$ cat src/rtl/alu_ctrl_pkg.sv
// Shared encodings for the ALU control decoder and its sequencer.
// Operation codes, R-type func codes, ALUOp classes and FSM states.
package alu_ctrl_pkg;

    localparam logic [3:0] OP_AND = 4'b0000;
    localparam logic [3:0] OP_OR  = 4'b0001;
    localparam logic [3:0] OP_ADD = 4'b0010;
    localparam logic [3:0] OP_LS  = 4'b0011;
    localparam logic [3:0] OP_SRS = 4'b0100;
    localparam logic [3:0] OP_URS = 4'b0101;
    localparam logic [3:0] OP_SUB = 4'b0110;
    localparam logic [3:0] OP_SLT = 4'b0111;
    localparam logic [3:0] OP_ROR = 4'b1000;
    localparam logic [3:0] OP_ROL = 4'b1001;
    localparam logic [3:0] OP_MUL = 4'b1010;
    localparam logic [3:0] OP_DIV = 4'b1011;
    localparam logic [3:0] OP_NOT = 4'b1111;

    localparam logic [5:0] F_ADD = 6'b000000;
    localparam logic [5:0] F_NOT = 6'b000001;
    localparam logic [5:0] F_SUB = 6'b000010;
    localparam logic [5:0] F_AND = 6'b000100;
    localparam logic [5:0] F_OR  = 6'b000101;
    localparam logic [5:0] F_SLT = 6'b001010;
    localparam logic [5:0] F_MUL = 6'b011000;
    localparam logic [5:0] F_DIV = 6'b011010;
    localparam logic [5:0] F_URS = 6'b111001;
    localparam logic [5:0] F_SRS = 6'b111010;
    localparam logic [5:0] F_ROR = 6'b111011;
    localparam logic [5:0] F_LS  = 6'b111101;
    localparam logic [5:0] F_ROL = 6'b111110;

    localparam logic [1:0] ALUOP_ADD   = 2'b00;
    localparam logic [1:0] ALUOP_SUB   = 2'b01;
    localparam logic [1:0] ALUOP_RTYPE = 2'b10;
    localparam logic [1:0] ALUOP_SLT   = 2'b11;

    typedef enum logic [1:0] {
        ST_IDLE = 2'b00,
        ST_BUSY = 2'b01,
        ST_OUT  = 2'b10
    } state_t;

endpackage

$ cat src/rtl/alu_func_decode.sv
// Combinational ALUOp/func decode into operation code, multi-cycle class and illegal flag.
// Unknown R-type func codes fall back to ADD and raise illegal.
module alu_func_decode
    import alu_ctrl_pkg::*;
#(
    parameter int OP_W   = 4,
    parameter int FUNC_W = 6
) (
    input  logic [1:0]        alu_op,
    input  logic [FUNC_W-1:0] func,
    output logic [OP_W-1:0]   operation,
    output logic              multi_cycle,
    output logic              illegal
);

    always_comb begin
        operation   = OP_W'(OP_ADD);
        multi_cycle = 1'b0;
        illegal     = 1'b0;
        case (alu_op)
            ALUOP_ADD: operation = OP_W'(OP_ADD);
            ALUOP_SUB: operation = OP_W'(OP_SUB);
            ALUOP_SLT: operation = OP_W'(OP_SLT);
            ALUOP_RTYPE: begin
                case (func)
                    FUNC_W'(F_ADD): operation = OP_W'(OP_ADD);
                    FUNC_W'(F_SUB): operation = OP_W'(OP_SUB);
                    FUNC_W'(F_AND): operation = OP_W'(OP_AND);
                    FUNC_W'(F_OR):  operation = OP_W'(OP_OR);
                    FUNC_W'(F_SLT): operation = OP_W'(OP_SLT);
                    FUNC_W'(F_NOT): operation = OP_W'(OP_NOT);
                    FUNC_W'(F_LS):  operation = OP_W'(OP_LS);
                    FUNC_W'(F_SRS): operation = OP_W'(OP_SRS);
                    FUNC_W'(F_URS): operation = OP_W'(OP_URS);
                    FUNC_W'(F_ROR): operation = OP_W'(OP_ROR);
                    FUNC_W'(F_ROL): operation = OP_W'(OP_ROL);
                    FUNC_W'(F_MUL): begin
                        operation   = OP_W'(OP_MUL);
                        multi_cycle = 1'b1;
                    end
                    FUNC_W'(F_DIV): begin
                        operation   = OP_W'(OP_DIV);
                        multi_cycle = 1'b1;
                    end
                    default: illegal = 1'b1;
                endcase
            end
            default: operation = OP_W'(OP_ADD);
        endcase
    end

endmodule

$ cat src/rtl/alu_control_seq.sv
// Registered, handshaked ALU control: decodes on accept, holds the result until the ALU
// takes it, and stalls for MUL/DIV with a down-counter. CNT_W must cover max(MUL_LAT, DIV_LAT).
//
//   state   | meaning
//   IDLE    | nothing held, ready for a request
//   BUSY    | MUL/DIV executing, counter runs down to zero
//   OUT     | operation presented to the ALU, waiting for out_ready
module alu_control_seq
    import alu_ctrl_pkg::*;
#(
    parameter int OP_W    = 4,
    parameter int FUNC_W  = 6,
    parameter int MUL_LAT = 4,
    parameter int DIV_LAT = 8,
    parameter int CNT_W   = 4
) (
    input  logic              clk,
    input  logic              rst,
    input  logic              in_valid,
    output logic              in_ready,
    input  logic [1:0]        ALUOp,
    input  logic [FUNC_W-1:0] func,
    output logic              out_valid,
    input  logic              out_ready,
    output logic [OP_W-1:0]   operation,
    output logic              multi_cycle,
    output logic              alu_start,
    output logic              illegal
);

    state_t            state_q, state_d;
    logic [CNT_W-1:0]  cnt_q, cnt_d;
    logic [CNT_W-1:0]  load_lat;
    logic [OP_W-1:0]   dec_op;
    logic              dec_multi;
    logic              dec_illegal;
    logic              accept;

    logic [OP_W-1:0]   op_q;
    logic              multi_q;
    logic              illegal_q;
    logic              start_q;

    alu_func_decode #(
        .OP_W   (OP_W),
        .FUNC_W (FUNC_W)
    ) u_decode (
        .alu_op      (ALUOp),
        .func        (func),
        .operation   (dec_op),
        .multi_cycle (dec_multi),
        .illegal     (dec_illegal)
    );

    // Counter is loaded with LAT-1 so BUSY lasts exactly LAT cycles.
    assign load_lat = (dec_op == OP_W'(OP_DIV)) ? CNT_W'(DIV_LAT - 1) : CNT_W'(MUL_LAT - 1);

    always_comb begin
        state_d   = state_q;
        cnt_d     = cnt_q;
        in_ready  = 1'b0;
        out_valid = 1'b0;
        case (state_q)
            ST_IDLE: in_ready = 1'b1;
            ST_BUSY: begin
                if (cnt_q == '0) state_d = ST_OUT;
                else             cnt_d   = cnt_q - CNT_W'(1);
            end
            ST_OUT: begin
                out_valid = 1'b1;
                in_ready  = out_ready;
                if (out_ready && !in_valid) state_d = ST_IDLE;
            end
            default: state_d = ST_IDLE;
        endcase

        accept = in_valid && in_ready;
        if (accept) begin
            state_d = dec_multi ? ST_BUSY : ST_OUT;
            if (dec_multi) cnt_d = load_lat;
        end
    end

    always_ff @(posedge clk) begin
        if (rst) begin
            state_q <= ST_IDLE;
            cnt_q   <= '0;
        end else begin
            state_q <= state_d;
            cnt_q   <= cnt_d;
        end
    end

    always_ff @(posedge clk) begin
        if (rst) begin
            op_q      <= '0;
            multi_q   <= 1'b0;
            illegal_q <= 1'b0;
            start_q   <= 1'b0;
        end else begin
            start_q <= accept && dec_multi;
            if (accept) begin
                op_q      <= dec_op;
                multi_q   <= dec_multi;
                illegal_q <= dec_illegal;
            end
        end
    end

    assign operation   = op_q;
    assign multi_cycle = multi_q;
    assign illegal     = illegal_q;
    assign alu_start   = start_q;

endmodule

$ cat config.mk
export PLATFORM = sky130hd
export DESIGN_NAME = alu_control_seq
export DESIGN_NICKNAME = d
export VERILOG_FILES = /design/src/rtl/alu_ctrl_pkg.sv /design/src/rtl/alu_func_decode.sv /design/src/rtl/alu_control_seq.sv
export SDC_FILE = /design/constraint.sdc
export NUM_CORES = 1
export LEC_CHECK = 0
export CORE_MARGIN = 2
export CORE_UTILIZATION = 51
export DETAILED_ROUTE_END_ITERATION = 6
export PLACE_DENSITY = 0.92
export SYNTH_ARGS = -nofsm -noshare
export SYNTH_HDL_FRONTEND = slang
export SYNTH_SLANG_ARGS = --single-unit
$ cat constraint.sdc
create_clock -name clk -period 2.2 [get_ports clk]
set_input_delay 0.22 -clock clk [delete_from_list [all_inputs] [get_ports clk]]
set_output_delay 0.22 -clock clk [all_outputs]
set_load 0.05 [all_outputs]
After elaboration in Yosys (flattened, before gate mapping)
Index checks and enable logic that the tools add are counted.

storage, ports and cells
  register bits after elaboration = 13
  bits of input ports = 12
  output and inout bits = 9
  word-level logic and storage cells = 57

cells by class
  add/sub/neg operators = 1
  equal/unequal tests = 21
  mux-type cells = 18
  reduce and logical (&&, ||, !) cells = 11

operators with widths
  kind                                                                count
  4-bit case mux with 12 select lines                                 1
  6-bit == test, second input constant                                5
  4-bit 2-to-1 mux                                                    4
  4-bit case mux with 4 select lines                                  1
  13-bit OR reduction                                                 1
  6-bit by 3-bit == test with 1-bit output, second input constant     2
  6-bit by 5-bit == test with 1-bit output, second input constant     2
  2-bit 2-to-1 mux                                                    4
  2-bit == test, second input constant                                3
  6-bit by 1-bit == test with 1-bit output, second input constant     1
  6-bit by 2-bit == test with 1-bit output, second input constant     1
  6-bit by 4-bit == test with 1-bit output, second input constant     1
  6-bit logical NOT                                                   1
  3-bit != test, second input constant                                2
  2-bit case mux with 3 select lines                                  1
  1-bit 2-to-1 mux                                                    5
  2-bit by 1-bit == test with 1-bit output, second input constant     2
  4-bit == test, second input constant                                1
  2-bit logical NOT                                                   2
  4-bit logical NOT                                                   1
  4-bit by 1-bit subtractor with 4-bit output, second input constant  1
  1-bit logical AND                                                   3
  3-bit 2-to-1 mux                                                    1
  3-bit AND reduction                                                 1
  4 further kinds                                                     4

Logic depth before layout (Yosys ltp)
  word-level depth = 7
  depth in mapped cells = 6
  depth with buffers taken out = 6

Cells and area by module
A second synthesis with hierarchy kept.

second synthesis, totals
  cells, all modules = 107
  area total of the unflattened synthesis = 842.1 um^2

by module, submodules not included
  module           times used  cells an instance  area an instance (um^2)  seq. area each (um^2)
  alu_control_seq  1           69                 591.8                    260.2
  alu_func_decode  1           38                 250.2                    0.0

Least setup slack after synthesis
No wires, ideal clock.

  kind = register -> register
  start = register cnt_q[0]
  end = register cnt_q[1]
  library setup time = 0.071 ns
  data arrival time = 1.386 ns
  data required time = 2.129 ns
  path slack = 0.743 ns
  stages on the path, launching flop included = 7
  path buffers = 0
  clock period less this slack = 1.457 ns
  cells stage by stage = dfxtp_1 > inv_1 > ha_1 > nor3b_1 > nor2_1 > mux2_2 > a21oi_1

between the ends
  longest elaborated chain between the ends = 5
  elaborated cells on any way between the ends = 6
  classes of those cells = 1 x add/sub; 4 x mux; 1 x reduce/logical

ends and longest elaborated chain
  what                                                                                     RTL line                                      source
  from (decl)                                                                              alu_control_seq.sv:32                         logic [CNT_W-1:0] cnt_q, cnt_d;
  from (signal assigned)                                                                   alu_control_seq.sv:90                         cnt_q <= cnt_d;
  4-bit by 1-bit subtractor with 4-bit output / 4-bit logical NOT (equally long branches)  alu_control_seq.sv:67, alu_control_seq.sv:66
  4-bit 2-to-1 mux *                                                                       alu_control_seq.sv:66                         if (cnt_q == '0) state_d = ST_OUT;
  4-bit 2-to-1 mux *                                                                       alu_control_seq.sv:63                         case (state_q)
  4-bit 2-to-1 mux                                                                         alu_control_seq.sv:80                         if (dec_multi) cnt_d = load_lat;
  4-bit 2-to-1 mux *                                                                       alu_control_seq.sv:78                         if (accept) begin

Every way passes the cells marked *; elsewhere a longest branch is shown, timed or not.
A chain may end at the register's enable or synchronous reset.

Worst setup path after layout
  start = register state_q[1]
  end = output out_valid

between the ends
  longest elaborated chain between the ends = 2

ends and longest elaborated chain
  what                    RTL line               source
  from (decl)             alu_control_seq.sv:31  state_t state_q, state_d;
  from (signal assigned)  alu_control_seq.sv:89  state_q <= state_d;
  2-bit == test           alu_control_seq.sv:63
  1-bit 2-to-1 mux        alu_control_seq.sv:63
  to (decl)               alu_control_seq.sv:23  output logic out_valid,

Every way passes these cells.

==> out/metrics.yaml <==
clocking:
  numCtsBuffers: 3
  clk_transition_reported_paths_ns: 0.08
  clock-sinks: 13
  cts_buffer_depth: 2
  post_cts_buffers: 0
  cts-root-buf: "clkbuf_4"
  cts_tree: "built"
  postCtsHoldBufs: 0
  post_cts_resized: 0
  htreeDepth: 1
  insertion_delay_ns: 0.28
sta:
  skew_ns: 0.00744
  rsz0062_at_grt: "no"
  min_period_ns: 1.86
  worstMarginPinSlew_ns: 0.505
  max_freq_mhz: 539
  slew_violations: 0
  hold_viol: 0
  setup_viol: 0
  finalCritPeriodShare_pct: 84.3
  whs_ns: 0.472
  setup_tns_ns: 0
  max_slew_margin_pct: 66.3
routing:
  routed_via_density: 6.16
  routedWlPerCell_um: 14.0
  drc: 0
  drtIter0Drc: 22
  vias: 900
  firstDrtPassIters: 5
  ant_nets: 0
  routed_wirelength_mm: 2.04
floorplan:
  die_y_um: 44.5
  core_um2: 1520
  die-area_um2: 1980
  start_util_pct: 54.9
  rows: 14
  io_pins: 21
  die_w_um: 44.5
place:
  hpwl_mm: 1.47
  place_inst: 142
  globalplace.congestion: 0.937
  port-buffer-count: 20
worst_setup_path:
  max_stage_delay_ns: 0.82
  cp-start-kind: "register"
  crit_buf_inv: 1
  worstReg2RegStart: "state_q[0]"
  reg2regPathDepth: 4
  crit_path_end_kind: "primary output"
  crit_required_ns: 1.98
  cpLargestDelayFamily: "buffers and inverters"
  cp_max_fo: 5
  cp_slowest_cell: "clkdlybuf4s50_1"
  r2r_end: "cnt_q[2]"
  critPathKind: "reg -> out"
  path_cells: "nor2b_1, clkdlybuf4s50_1"
  worstPathArrival_ns: 1.64
  regToRegSetupSlack_ns: 0.62
synthesis:
  synth-async-reset-ratio_pct: 0
  synth_edf_count: 0
  netlist_area_um2: 837
  synthDistinctLibCells: 38
  synth-seq-cells: 13
  syn_area_per_cell_um2: 7.75
  synth_area_leader_cell: "dfxtp_1"
  synth_area_leaders: "dfxtp_1 (31%), a21oi_1 (4.8%), nor2b_1 (4.5%)"
  synthCells: 108
  ys.flop_type: "dfxtp_1"
  synth_top_cell_area_share_pct: 31.1
  yosys_warnings: 0
  ys_seq_area_share_pct: 31.1
  syn_nets: 121
global_route:
  grt_pass1_wl_mm: 3.50
  gr-total-overflow: 0
  antenna_found_initial: 0
  track_usage_pct: 23.4
  grt_pass1_vias: 828
  grt_max_degree: 16
pwr:
  p_sw_w: 0.000159
  p_int_w: 0.000367
  clkPwrFrac_pct: 28.9
  peakVddDrop_mv: 0.509
  power_leakage_nw: 0.398
  seq_power_share_pct: 46.6
  pwr-share-comb_pct: 24.5
  power.density_nw_per_um2: 483
  swShare_pct: 30.3
cells_and_area:
  nets: 144
  final_common_cell: "clkdlybuf4s50_1"
  utilization_pct: 71.4
  drive_above_1_share_pct: 10.0
  area_growth_pct: 30.0
  seq_area_um2: 260
  diodes: 0
  multi_input_area_um2: 536
  fillers: 126
  fin_cells: 146
  final_cell_mix: "clkdlybuf4s50_1 (19), dfxtp_1 (13), nor2_1 (8), a21oi_1 (8), nor2b_1 (6)"
worst_hold_path:
  hold_depth: 2
  min_to: "multi_cycle"
  min_from: "multi_cycle"
  hold_class: "reg -> reg"
outcome:
  status: "complete, no violations"
flow_run:
  cap_viol_max_count: 0
-- worst max path at each step --
| stage | startpoint | end | slack [ns] | depth (start not counted) |
|---|---|---|---|---|
| 3_5_place_dp | func[1] | operation[2] | 0.28 | 5 |
| 4_1_cts | state_q[1] | out_valid | 0.34 | 2 |
| 2_1_floorplan | cnt_q[0] | cnt_q[1] | 0.74 | 6 |
| 5_1_grt | state_q[1] | out_valid | 0.25 | 2 |
| 6_report | state_q[1] | out_valid | 0.34 | 2 |
| 3_3_place_gp | func[1] | operation[2] | 0.37 | 5 |
-- worst reg2reg max path: stages (launching register included) --
cell and delay, ns:
dfxtp_1 0.37, nand2b_1 0.19, or4_1 0.55, nor3_1 0.24, a211oi_1 0.11
-- through the flow --
stage	setup slack (ns)	instance area, um^2	total power [W]
CTS	0.340	1090	0.000526
finish	0.345	1090	0.000526
global placement	0.366	1060	0.000375
floorplan	0.743	837	0.000325
global route	0.248	1090	0.000546
detailed placement	0.284	1060	0.000377
-- cells by family after synthesis --
family / after synthesis / share of synthesized area, %
and+or+nand+nor: 48 / 33.3
AOI/OAI and AO/OA: 31 / 24.2
buffers and inverters: 11 / 4.93
muxes: 3 / 3.89
DFF: 13 / 31.1
xor gates and xnor gates: 1 / 1.05
adders and majority gates: 1 / 1.49
-- synth_stat cells (all sizes together), types with 2 or more instances --
master and number:
a21oi 8, o21bai 3, nand3b 4, dfxtp 13
nor2b 6, nor4 4, o31ai 2, mux2 2
nor3 4, o21ai 6, or4 2, clkbuf 6
o41ai 2, nand2 4, nand2b 4, a31oi 2
nor2 8, and2b 3, inv 5, and3 2
nand3 3
-- routing by layer --
layer / global-route usage, % / share of wire, % / vias up
met5: 0 / 0 / -
met4: 11.5 / 1.6 / 0
met3: 4.90 / 7.4 / 6
met2: 37.4 / 45 / 41
met1: 29.8 / 46 / 409
li1: - / - / 444
-- sequential cells by signal (all words and copies together), names as in the netlist --
| signal | count |
|---|---|
| cnt_q | 4 |
| state_q | 2 |
| alu_start | 1 |
| multi_cycle | 1 |
| illegal | 1 |
| operation | 4 |
-- power groups by stage --
stage / clock [W] / combinational [W] / sequential, W
global route: 0.000161 / 0.000139 / 0.000246
CTS: 0.000153 / 0.000128 / 0.000245
floorplan: 0 / 0.0000588 / 0.000267
finish: 0.000152 / 0.000129 / 0.000245
detailed placement: 0 / 0.000126 / 0.000251
global placement: 0 / 0.000125 / 0.000250
-- layout make-up --
class	instances	area share [%]
well taps	16	1.84
inverters	5	1.72
multi-input cells	84	49.2
flip-flops and latches	13	23.9
clock buffers	4	2.41
repair buffers	24	20.9
(Power assumes the default switching activity.)
